==> config.mk <==
export PLATFORM = sky130hd
export DESIGN_NAME = reorder_buffer
export DESIGN_NICKNAME = d
export VERILOG_FILES = /design/src/rtl/reorder_buffer.sv
export SDC_FILE = /design/constraint.sdc
export NUM_CORES = 2
export LEC_CHECK = 0
export ABC_AREA = 0
export CORE_MARGIN = 2
export CORE_UTILIZATION = 35
export DETAILED_ROUTE_END_ITERATION = 10
export HOLD_SLACK_MARGIN = 0.08
export SLEW_MARGIN = 30
export SYNTH_ARGS = -nofsm -noshare
export SYNTH_HDL_FRONTEND = slang
export SYNTH_SLANG_ARGS = --single-unit
==> constraint.sdc <==
create_clock -name clk -period 16.1 [get_ports clk]
set_input_delay 2.415 -clock clk [delete_from_list [all_inputs] [get_ports clk]]
set_output_delay 2.415 -clock clk [all_outputs]
set_load 0.02 [all_outputs]
==> src/rtl/reorder_buffer.sv <==
// rtl/reorder_buffer.sv - circular in-order reorder buffer for the Tomasulo core
//
// Allocates one entry per issued instruction, answers two operand-readiness
// queries per cycle, captures RS/LS CDB results and retires the head in
// program order. A mispredicted jump at commit flushes the whole buffer and
// redirects fetch.
//
// Optional feature macro: ROB_BP_UPDATE_EN (branch predictor training outputs).
//
// Ports:
//   clk, rst, rdy                      clock, sync active-high reset, global enable
//   *_from_dispatcher / *_to_dispatcher allocation request, allocated id, operand queries
//   *_from_rs_cdb, *_from_ls_cdb       result broadcasts from the RS and LS buses
//   full_to_if                         fetch/issue stall
//   commit_*_to_reg                    regfile write on commit (registered, 1-cycle pulse)
//   commit_*_to_lsb                    store release on commit (registered, 1-cycle pulse)
//   rollback_flag, target_pc_to_if     mispredict flush pulse and redirect pc
//   bp_update_*                        predictor training pulse (ROB_BP_UPDATE_EN only)

module reorder_buffer #(
    parameter int DEPTH    = 16,
    parameter int ROB_ID_W = 5
) (
    input  logic                clk,
    input  logic                rst,
    input  logic                rdy,
    input  logic                ena_from_dispatcher,
    input  logic [4:0]          rd_from_dispatcher,
    input  logic                is_jump_from_dispatcher,
    input  logic                is_store_from_dispatcher,
    input  logic                predicted_jump_from_dispatcher,
    input  logic [31:0]         pc_from_dispatcher,
    output logic [ROB_ID_W-1:0] rob_id_to_dispatcher,
    input  logic [ROB_ID_W-1:0] Q1_from_dispatcher,
    input  logic [ROB_ID_W-1:0] Q2_from_dispatcher,
    output logic                Q1_ready_to_dispatcher,
    output logic                Q2_ready_to_dispatcher,
    output logic [31:0]         ready_data1_to_dispatcher,
    output logic [31:0]         ready_data2_to_dispatcher,
    input  logic                valid_from_rs_cdb,
    input  logic [ROB_ID_W-1:0] rob_id_from_rs_cdb,
    input  logic [31:0]         result_from_rs_cdb,
    input  logic                jump_flag_from_rs_cdb,
    input  logic [31:0]         target_pc_from_rs_cdb,
    input  logic                valid_from_ls_cdb,
    input  logic [ROB_ID_W-1:0] rob_id_from_ls_cdb,
    input  logic [31:0]         result_from_ls_cdb,
    output logic                full_to_if,
    output logic                commit_ena_to_reg,
    output logic [4:0]          commit_rd_to_reg,
    output logic [ROB_ID_W-1:0] commit_rob_id_to_reg,
    output logic [31:0]         commit_data_to_reg,
    output logic                commit_store_to_lsb,
    output logic [ROB_ID_W-1:0] commit_rob_id_to_lsb,
    output logic                rollback_flag,
    output logic [31:0]         target_pc_to_if
`ifdef ROB_BP_UPDATE_EN
    ,
    output logic                bp_update_ena,
    output logic [31:0]         bp_update_pc,
    output logic                bp_update_taken
`endif
);

    localparam int IDX_W = $clog2(DEPTH);
    localparam int CNT_W = IDX_W + 1;

    // Per-entry state
    logic [DEPTH-1:0] r_busy;
    logic [DEPTH-1:0] r_ready;
    logic [DEPTH-1:0] r_is_jump;
    logic [DEPTH-1:0] r_is_store;
    logic [DEPTH-1:0] r_pred;
    logic [DEPTH-1:0] r_actual_jump;
    logic [4:0]       r_rd        [DEPTH];
    logic [31:0]      r_pc        [DEPTH];
    logic [31:0]      r_result    [DEPTH];
    logic [31:0]      r_target_pc [DEPTH];

    logic [IDX_W-1:0] r_head;
    logic [IDX_W-1:0] r_tail;
    logic [CNT_W-1:0] r_count;

    // Id n lives in entry n-1; id 0 means "no dependency" and never matches.
    logic [IDX_W-1:0]    w_q1_idx, w_q2_idx, w_rs_idx, w_ls_idx;
    logic                w_rs_hit, w_ls_hit;
    logic                w_alloc, w_commit, w_mispredict;
    logic [ROB_ID_W-1:0] w_head_id;

    assign w_q1_idx = IDX_W'(Q1_from_dispatcher - ROB_ID_W'(1));
    assign w_q2_idx = IDX_W'(Q2_from_dispatcher - ROB_ID_W'(1));
    assign w_rs_idx = IDX_W'(rob_id_from_rs_cdb - ROB_ID_W'(1));
    assign w_ls_idx = IDX_W'(rob_id_from_ls_cdb - ROB_ID_W'(1));

    assign Q1_ready_to_dispatcher = (Q1_from_dispatcher != '0) && r_busy[w_q1_idx] && r_ready[w_q1_idx];
    assign Q2_ready_to_dispatcher = (Q2_from_dispatcher != '0) && r_busy[w_q2_idx] && r_ready[w_q2_idx];
    assign ready_data1_to_dispatcher = Q1_ready_to_dispatcher ? r_result[w_q1_idx] : 32'd0;
    assign ready_data2_to_dispatcher = Q2_ready_to_dispatcher ? r_result[w_q2_idx] : 32'd0;

    assign rob_id_to_dispatcher = ROB_ID_W'(r_tail) + ROB_ID_W'(1);
    // One slot of slack covers an instruction already past the stall point.
    assign full_to_if = (r_count >= CNT_W'(DEPTH - 1));

    // CDB writes only land on live entries; stale ids are dropped.
    assign w_rs_hit = valid_from_rs_cdb && (rob_id_from_rs_cdb != '0) && r_busy[w_rs_idx];
    assign w_ls_hit = valid_from_ls_cdb && (rob_id_from_ls_cdb != '0) && r_busy[w_ls_idx];

    assign w_alloc      = ena_from_dispatcher && (r_count < CNT_W'(DEPTH));
    assign w_commit     = (r_count != '0) && r_busy[r_head] && r_ready[r_head];
    assign w_mispredict = w_commit && r_is_jump[r_head] && (r_actual_jump[r_head] != r_pred[r_head]);
    assign w_head_id    = ROB_ID_W'(r_head) + ROB_ID_W'(1);

    // Control state and registered outputs
    always_ff @(posedge clk) begin
        if (rst) begin
            r_busy               <= '0;
            r_ready              <= '0;
            r_head               <= '0;
            r_tail               <= '0;
            r_count              <= '0;
            commit_ena_to_reg    <= 1'b0;
            commit_rd_to_reg     <= '0;
            commit_rob_id_to_reg <= '0;
            commit_data_to_reg   <= '0;
            commit_store_to_lsb  <= 1'b0;
            commit_rob_id_to_lsb <= '0;
            rollback_flag        <= 1'b0;
            target_pc_to_if      <= '0;
`ifdef ROB_BP_UPDATE_EN
            bp_update_ena        <= 1'b0;
            bp_update_pc         <= '0;
            bp_update_taken      <= 1'b0;
`endif
        end else if (!rdy) begin
            commit_ena_to_reg   <= 1'b0;
            commit_store_to_lsb <= 1'b0;
            rollback_flag       <= 1'b0;
`ifdef ROB_BP_UPDATE_EN
            bp_update_ena       <= 1'b0;
`endif
        end else begin
            commit_ena_to_reg   <= 1'b0;
            commit_store_to_lsb <= 1'b0;
            rollback_flag       <= 1'b0;
`ifdef ROB_BP_UPDATE_EN
            bp_update_ena       <= 1'b0;
`endif

            if (w_rs_hit) r_ready[w_rs_idx] <= 1'b1;
            if (w_ls_hit) r_ready[w_ls_idx] <= 1'b1;

            if (w_commit) begin
                r_busy[r_head]  <= 1'b0;
                r_ready[r_head] <= 1'b0;
                r_head          <= r_head + IDX_W'(1);
                if (r_is_store[r_head]) begin
                    commit_store_to_lsb  <= 1'b1;
                    commit_rob_id_to_lsb <= w_head_id;
                end else if (r_rd[r_head] != '0) begin
                    commit_ena_to_reg    <= 1'b1;
                    commit_rd_to_reg     <= r_rd[r_head];
                    commit_rob_id_to_reg <= w_head_id;
                    commit_data_to_reg   <= r_result[r_head];
                end
`ifdef ROB_BP_UPDATE_EN
                if (r_is_jump[r_head]) begin
                    bp_update_ena   <= 1'b1;
                    bp_update_pc    <= r_pc[r_head];
                    bp_update_taken <= r_actual_jump[r_head];
                end
`endif
            end

            // Allocation overrides any same-cycle CDB on the new entry.
            if (w_alloc) begin
                r_busy[r_tail]  <= 1'b1;
                r_ready[r_tail] <= 1'b0;
                r_tail          <= r_tail + IDX_W'(1);
            end

            case ({w_alloc, w_commit})
                2'b10:   r_count <= r_count + CNT_W'(1);
                2'b01:   r_count <= r_count - CNT_W'(1);
                default: r_count <= r_count;
            endcase

            // Flush wins over everything above, including this cycle's allocation.
            if (w_mispredict) begin
                r_busy          <= '0;
                r_ready         <= '0;
                r_head          <= '0;
                r_tail          <= '0;
                r_count         <= '0;
                rollback_flag   <= 1'b1;
                target_pc_to_if <= r_actual_jump[r_head] ? r_target_pc[r_head]
                                                         : r_pc[r_head] + 32'd4;
            end
        end
    end

    // Entry payload; only meaningful while the matching busy bit is set.
    always_ff @(posedge clk) begin
        if (!rst && rdy) begin
            if (w_rs_hit) begin
                r_result[w_rs_idx]      <= result_from_rs_cdb;
                r_actual_jump[w_rs_idx] <= jump_flag_from_rs_cdb;
                r_target_pc[w_rs_idx]   <= target_pc_from_rs_cdb;
            end
            if (w_ls_hit) begin
                r_result[w_ls_idx] <= result_from_ls_cdb;
            end
            if (w_alloc) begin
                r_rd[r_tail]       <= rd_from_dispatcher;
                r_is_jump[r_tail]  <= is_jump_from_dispatcher;
                r_is_store[r_tail] <= is_store_from_dispatcher;
                r_pred[r_tail]     <= predicted_jump_from_dispatcher;
                r_pc[r_tail]       <= pc_from_dispatcher;
            end
        end
    end

endmodule

After elaboration in Yosys (flattened, before gate mapping)
Memories as Yosys holds them, arrays and structs flattened. A register that Yosys moved wholly into a read port is not among the register bits.
Index checks and enable logic that the tools add are counted.
- bits in registers: 159
- output and inout port bits: 154
- RAM bits: 1616
- input port bits: 163
- logic and storage cells: 175
- memories kept: 4
- reduce and logical (&&, ||, !) cells: 39
- bitwise operators: 11
- add/sub/neg operators: 11
- equality and inequality tests: 3
- $lt $le $gt $ge: 12
- muxes and demuxes: 79
- memories (name ; words ; bits a word ; read ports ; clocked after memory_dff ; write ports ; line ; RTL):
    r_pc ; 16 ; 32 ; 1 ; 1 ; 1 ; 76 ; logic [31:0] r_pc [DEPTH];
    r_result ; 16 ; 32 ; 3 ; 1 ; 2 ; 77 ; logic [31:0] r_result [DEPTH];
    r_target_pc ; 16 ; 32 ; 1 ; 1 ; 1 ; 78 ; logic [31:0] r_target_pc [DEPTH];
    r_rd ; 16 ; 5 ; 1 ; 1 ; 1 ; 75 ; logic [4:0] r_rd [DEPTH];
- operators by type and width (operator ; count):
    16-bit two-way mux ; 16
    32-bit two-way mux ; 3
    16-bit bitwise mux ; 4
    16-bit bitwise AND ; 3
    1-bit binary-select mux with 4-bit select ; 12
    16-bit bitwise OR ; 3
    4-bit two-way mux ; 10
    32-bit by 3-bit adder with 32-bit output, second input constant ; 1
    16-bit NOT ; 2
    4-bit by 5-bit less-than comparator with 1-bit output, second input constant ; 6
    5-bit nonzero test ; 6
    1-bit two-way mux ; 28
    1-bit logical AND ; 18
    1-bit demux with 4-bit select ; 4
    4-bit by 1-bit greater-or-equal comparator with 1-bit output, second input constant ; 4
    4-bit by 1-bit subtractor with 4-bit output, second input constant ; 4
    2-bit AND reduction ; 6
    4-bit by 1-bit adder with 5-bit output, second input constant ; 2
    5-bit case mux with 2 select lines ; 1
    4-bit by 1-bit adder with 4-bit output, second input constant ; 2
    5-bit by 1-bit adder with 5-bit output, second input constant ; 1
    5-bit by 4-bit greater-or-equal comparator with 1-bit output, second input constant ; 1
    5-bit less-than comparator, second input constant ; 1
    5-bit two-way mux ; 1
    other kinds (13) ; 16

Longest topological paths before layout
- depth in word-level cells: 20
- depth in mapped cells: 18
- depth with buffers taken out: 14

Worst setup path before layout
OpenSTA, ideal clock, no wires.
- path type: input to output
- from: input port Q2_from_dispatcher[0]
- to: output port ready_data2_to_dispatcher[22]
- cell stages on the path: 10
- path slack: 8389 ps
- required time: 13685 ps
- data arrival time: 5296 ps
- cell sequence: clkbuf_1 -> inv_1 -> ha_1 -> xnor2_1 -> mux4_2 -> mux4_2 -> or2_2 -> clkbuf_1 -> clkbuf_1 -> a211oi_1
- word-level cells in the longest chain between the ends: 6
- elaborated cells between the ends (all ways): 10
- classes of those cells: add/sub: 1; mux: 5; reduce/logical: 3; memory: 1
- RTL lines (item ; line ; RTL):
    start, declared ; 35 ; input logic [ROB_ID_W-1:0] Q2_from_dispatcher,
    4-bit by 1-bit subtractor with 4-bit output ; 91 ; assign w_q2_idx = IDX_W'(Q2_from_dispatcher - ROB_ID_W'(1));
    1-bit binary-select mux with 4-bit select ; 96 ; assign Q2_ready_to_dispatcher = (Q2_from_dispatcher != '0) && r_busy[w_q2_idx] && r_ready[w_q2_idx];
    1-bit two-way mux (implied by the code) ; 96 ;
    1-bit logical AND (2 in series) ; 96 ;
    32-bit two-way mux (*) ; 98 ; assign ready_data2_to_dispatcher = Q2_ready_to_dispatcher ? r_result[w_q2_idx] : 32'd0;
    end, declared ; 39 ; output logic [31:0] ready_data2_to_dispatcher,
Every way passes the cells marked *; elsewhere a longest branch is shown, timed or not. The select of a mux whose other input is x is not followed.

Final worst setup path
- from: input port Q2_from_dispatcher[0]
- to: output port ready_data2_to_dispatcher[8]
Same word-level chain as after synthesis.

==> reports/results.tsv <==
stage	metric	value	unit
outcome	status	completed	
synthesis	yosysTopAreaCellShare	58.8	%
pwr	switchingPower	2.23	mW
global_route	grt.overflow.total	0	
synthesis	syn_area	85800	um^2
synthesis	synth.area.top_cells	edfxtp_1 59%, mux4_2 19%, mux2_2 6.7%, dfxtp_1 3.1%, mux4_1 1.9%	
routing	drtAntennaViolNets	0	
clocking	cts-root-buf	clkbuf_16	
timing	tightest_slew	1.06	ns
floorplan	ios	317	
routing	drt_iter0_markers	5515	
floorplan	die_w	499	um
floorplan	die_area	249000	um^2
timing	finalHoldViolations	0	
routing	drt-total-wl	266000	um
timing	relSlewSlack	29.1	%
placed_design	dpl.hpwl	143000	um
synthesis	syn-num-nets	4750	
clocking	post_cts_resized	0	
placed_design	gp_congestion	0.814	
routing	vias_per_cell	5.93	
floorplan	die_y	499	um
setup_path	cp-startpoint	Q2_from_dispatcher[0]	
setup_path	startpoint_type	input pin	
clocking	postCtsSetupRepairBufs	0	
setup_path	path_class	in -> out	
finish	reg_top3	r_pc x512, r_result x512, r_target_pc x512	
global_route	antenna_found_initial	52	
finish	seq_area	53100	um^2
routing	wl_per_cell	32.7	um
finish	synthToLayoutAreaGrowth	15.2	%
clocking	ctsHoldBuffers	0	
synthesis	avgSynthCellArea	18.8	um^2
timing	finalCritPeriodShare	62.9	%
finish	fill_cells	21400	
clocking	clock_latency	0.87	ns
worst_hold_path	holdCritPathClass	reg -> reg	
pwr	combPwrFrac	4.9	%
finish	fin_util	40.6	%
clocking	cts_tree	done	
synthesis	synth_flop_cell	edfxtp_1	
pwr	clkPwrFrac	44.0	%
setup_path	worstSetupEndpointType	output pin	
routing	drtPass1Iterations	6	
synthesis	synth_edf_count	1680	
synthesis	synth_top_cell_by_area	edfxtp_1	
pwr	p_per_area	102	nW/um^2
flow_run	cap_violations	0	
timing	rsz0062_at_grt	no	
timing	fin_setup_tns	0	ns
routing	via_count	48300	
pwr	internal_power	7.83	mW
clocking	clock-sinks	1811	
synthesis	netlist_instances	4562	
global_route	grt_max_degree	132	
finish	drive_gt1_share	35.1	%
pwr	p_leak	30.2	nW
synthesis	yosysWarnings	0	
worst_hold_path	min_from	commit_data_to_reg[20]	
synthesis	synth_cell_types	76	
global_route	first_global_vias	48700	
global_route	grt_usage	21.0	%
placed_design	io_buffers	316	
clocking	ctsLongestPathBuffers	3	
clocking	path_clk_slew	0.06	ns
pwr	swShare	22.2	%
pwr	power_frac_seq	51.1	%
timing	fin_skew	0.0684	ns
finish	layout.nets	4970	
synthesis	ys_seq_area_share	61.9	%
pwr	ir_drop	0.000117	V
floorplan	core_area	243000	um^2
setup_path	worstPathMaxFanout	58	
floorplan	initial_core_util	35.2	%
routing	drc	0	
setup_path	rrSetupSlack	11.49	ns
timing	fin_hold_ws	0.492	ns
global_route	grt_pass1_wl	374000	um
timing	finalCriticalPeriod	10.13	ns
setup_path	cp.arrival	7.72	ns
finish	multi_input_comb_area	31100	um^2
synthesis	ys_seq_elements	1811	
clocking	cts_buffers	191	
timing	setup_viol	0	
synthesis	async_flop_share	0	%
timing	fmax	98.7	MHz
setup_path	required	13.69	ns
clocking	htree_levels	4	
floorplan	rows	181	
timing	maxSlewViolCount	0	
==> layout make-up <==
class / count / area share (%)
flip-flops and latches: 1811 / 53.7
multi-input cells: 2321 / 31.4
clock buffers: 226 / 5.01
repair buffers: 429 / 4.24
well taps: 3202 / 4.05
clock inverters: 127 / 1.40
inverters: 28 / 0.111
diodes: 9 / 0.0228
==> routing by layer <==
| metal | GRT usage (%) | routed length [um] | vias to the layer above |
|---|---|---|---|
| met3 | 4.97 | 23500 | 453 |
| met5 | 0 | 267 | - |
| li1 | - | - | 19600 |
| met1 | 27.6 | 104000 | 25900 |
| met2 | 34.5 | 130000 | 2341 |
| met4 | 6.60 | 8010 | 40 |
==> metrics by stage <==
step	instance area, um^2	power, mW	cells	setup slack (ns)
3_5_place_dp	92400	5.74	7788	5.74
5_1_grt	98800	10.4	8148	5.75
4_1_cts	98700	10.1	8141	5.71
3_3_place_gp	92300	5.73	7787	5.79
6_report	98800	10.1	8153	5.97
2_1_floorplan	85800	5.53	4562	8.39
==> critical path, cell delays in order <==
cell and delay [ns]:
buf_8 0.56, inv_1 0.31, ha_4 0.71, buf_4 0.70, buf_4 0.85, mux4_2 0.35, nor2b_1 0.14, a211oi_1 0.07
a211oi_1 0.70, clkdlybuf4s50_1 0.76
==> synth_stat cells, types with 11 or more instances <==
cell and instances:
ha_1 24, a211oi_1 136, mux4_1 61, buf_2 68, a311oi_1 13, mux4_2 725
nor3_1 22, and3_1 14, clkbuf_1 215, mux2_2 514, buf_6 26, buf_1 64
nand2_1 106, o21ai_0 73, a22oi_1 24, a32o_1 14, nand3_1 33, inv_1 28
nor2_1 136, nor2b_1 79, xnor2_1 22, edfxtp_1 1680, dfxtp_1 131, a21oi_1 53
xor2_1 18, mux2i_1 125, clkbuf_8 11
==> logic make-up (layout without fill, tap and decap cells) <==
kind of cell / after synthesis / after routing / synth area share [%]
AND/OR/NAND/NOR: 457 / 457 / 2.64
XOR/XNOR: 40 / 40 / 0.409
buffers and inverters: 430 / 810 / 2.53
flip-flops: 1811 / 1811 / 61.9
other: 0 / 9 / 0
AO/OA/AOI/OAI: 373 / 373 / 3.02
adder cells (fa/ha/maj): 25 / 25 / 0.373
multiplexers: 1426 / 1426 / 29.1
==> power groups by stage <==
stage / sequential, mW / combinational, mW / clock, mW
after global routing: 5.14 / 0.528 / 4.69
final: 5.14 / 0.496 / 4.42
after global placement: 5.24 / 0.485 / 0
after detailed placement: 5.24 / 0.493 / 0
after CTS: 5.14 / 0.495 / 4.51
after floorplan: 5.24 / 0.291 / 0
==> placed cells by master, fill, tap and decap left out, types with 18 or more instances in the layout <==
| master | instances |
|---|---|
| inv_1 | 26 |
| clkinv_2 | 30 |
| buf_4 | 100 |
| xnor2_1 | 18 |
| nor3_1 | 20 |
| a22oi_1 | 24 |
| ha_1 | 22 |
| o21ai_0 | 58 |
| clkbuf_1 | 31 |
| clkbuf_16 | 191 |
| clkdlybuf4s50_1 | 313 |
| a211oi_1 | 133 |
| nand2_1 | 86 |
| mux4_1 | 61 |
| xor2_1 | 18 |
| mux2i_1 | 125 |
| dfxtp_1 | 125 |
| nor2_1 | 107 |
| mux4_2 | 725 |
| edfxtp_1 | 1680 |
| mux2_2 | 514 |
| nand3_1 | 32 |
| a21oi_1 | 53 |
| clkinv_1 | 48 |
| nor2_4 | 29 |
| nor2b_1 | 79 |
| nand2_2 | 20 |
==> final timing paths <==
check                                       to  cells past startpoint
hold reg to reg         commit_data_to_reg[20]                      2
setup / recovery  ready_data2_to_dispatcher[8]                     10
hold / removal          commit_data_to_reg[20]                      2
setup reg to reg        commit_data_to_reg[29]                     10
Power figures use the tool's default switching activity.
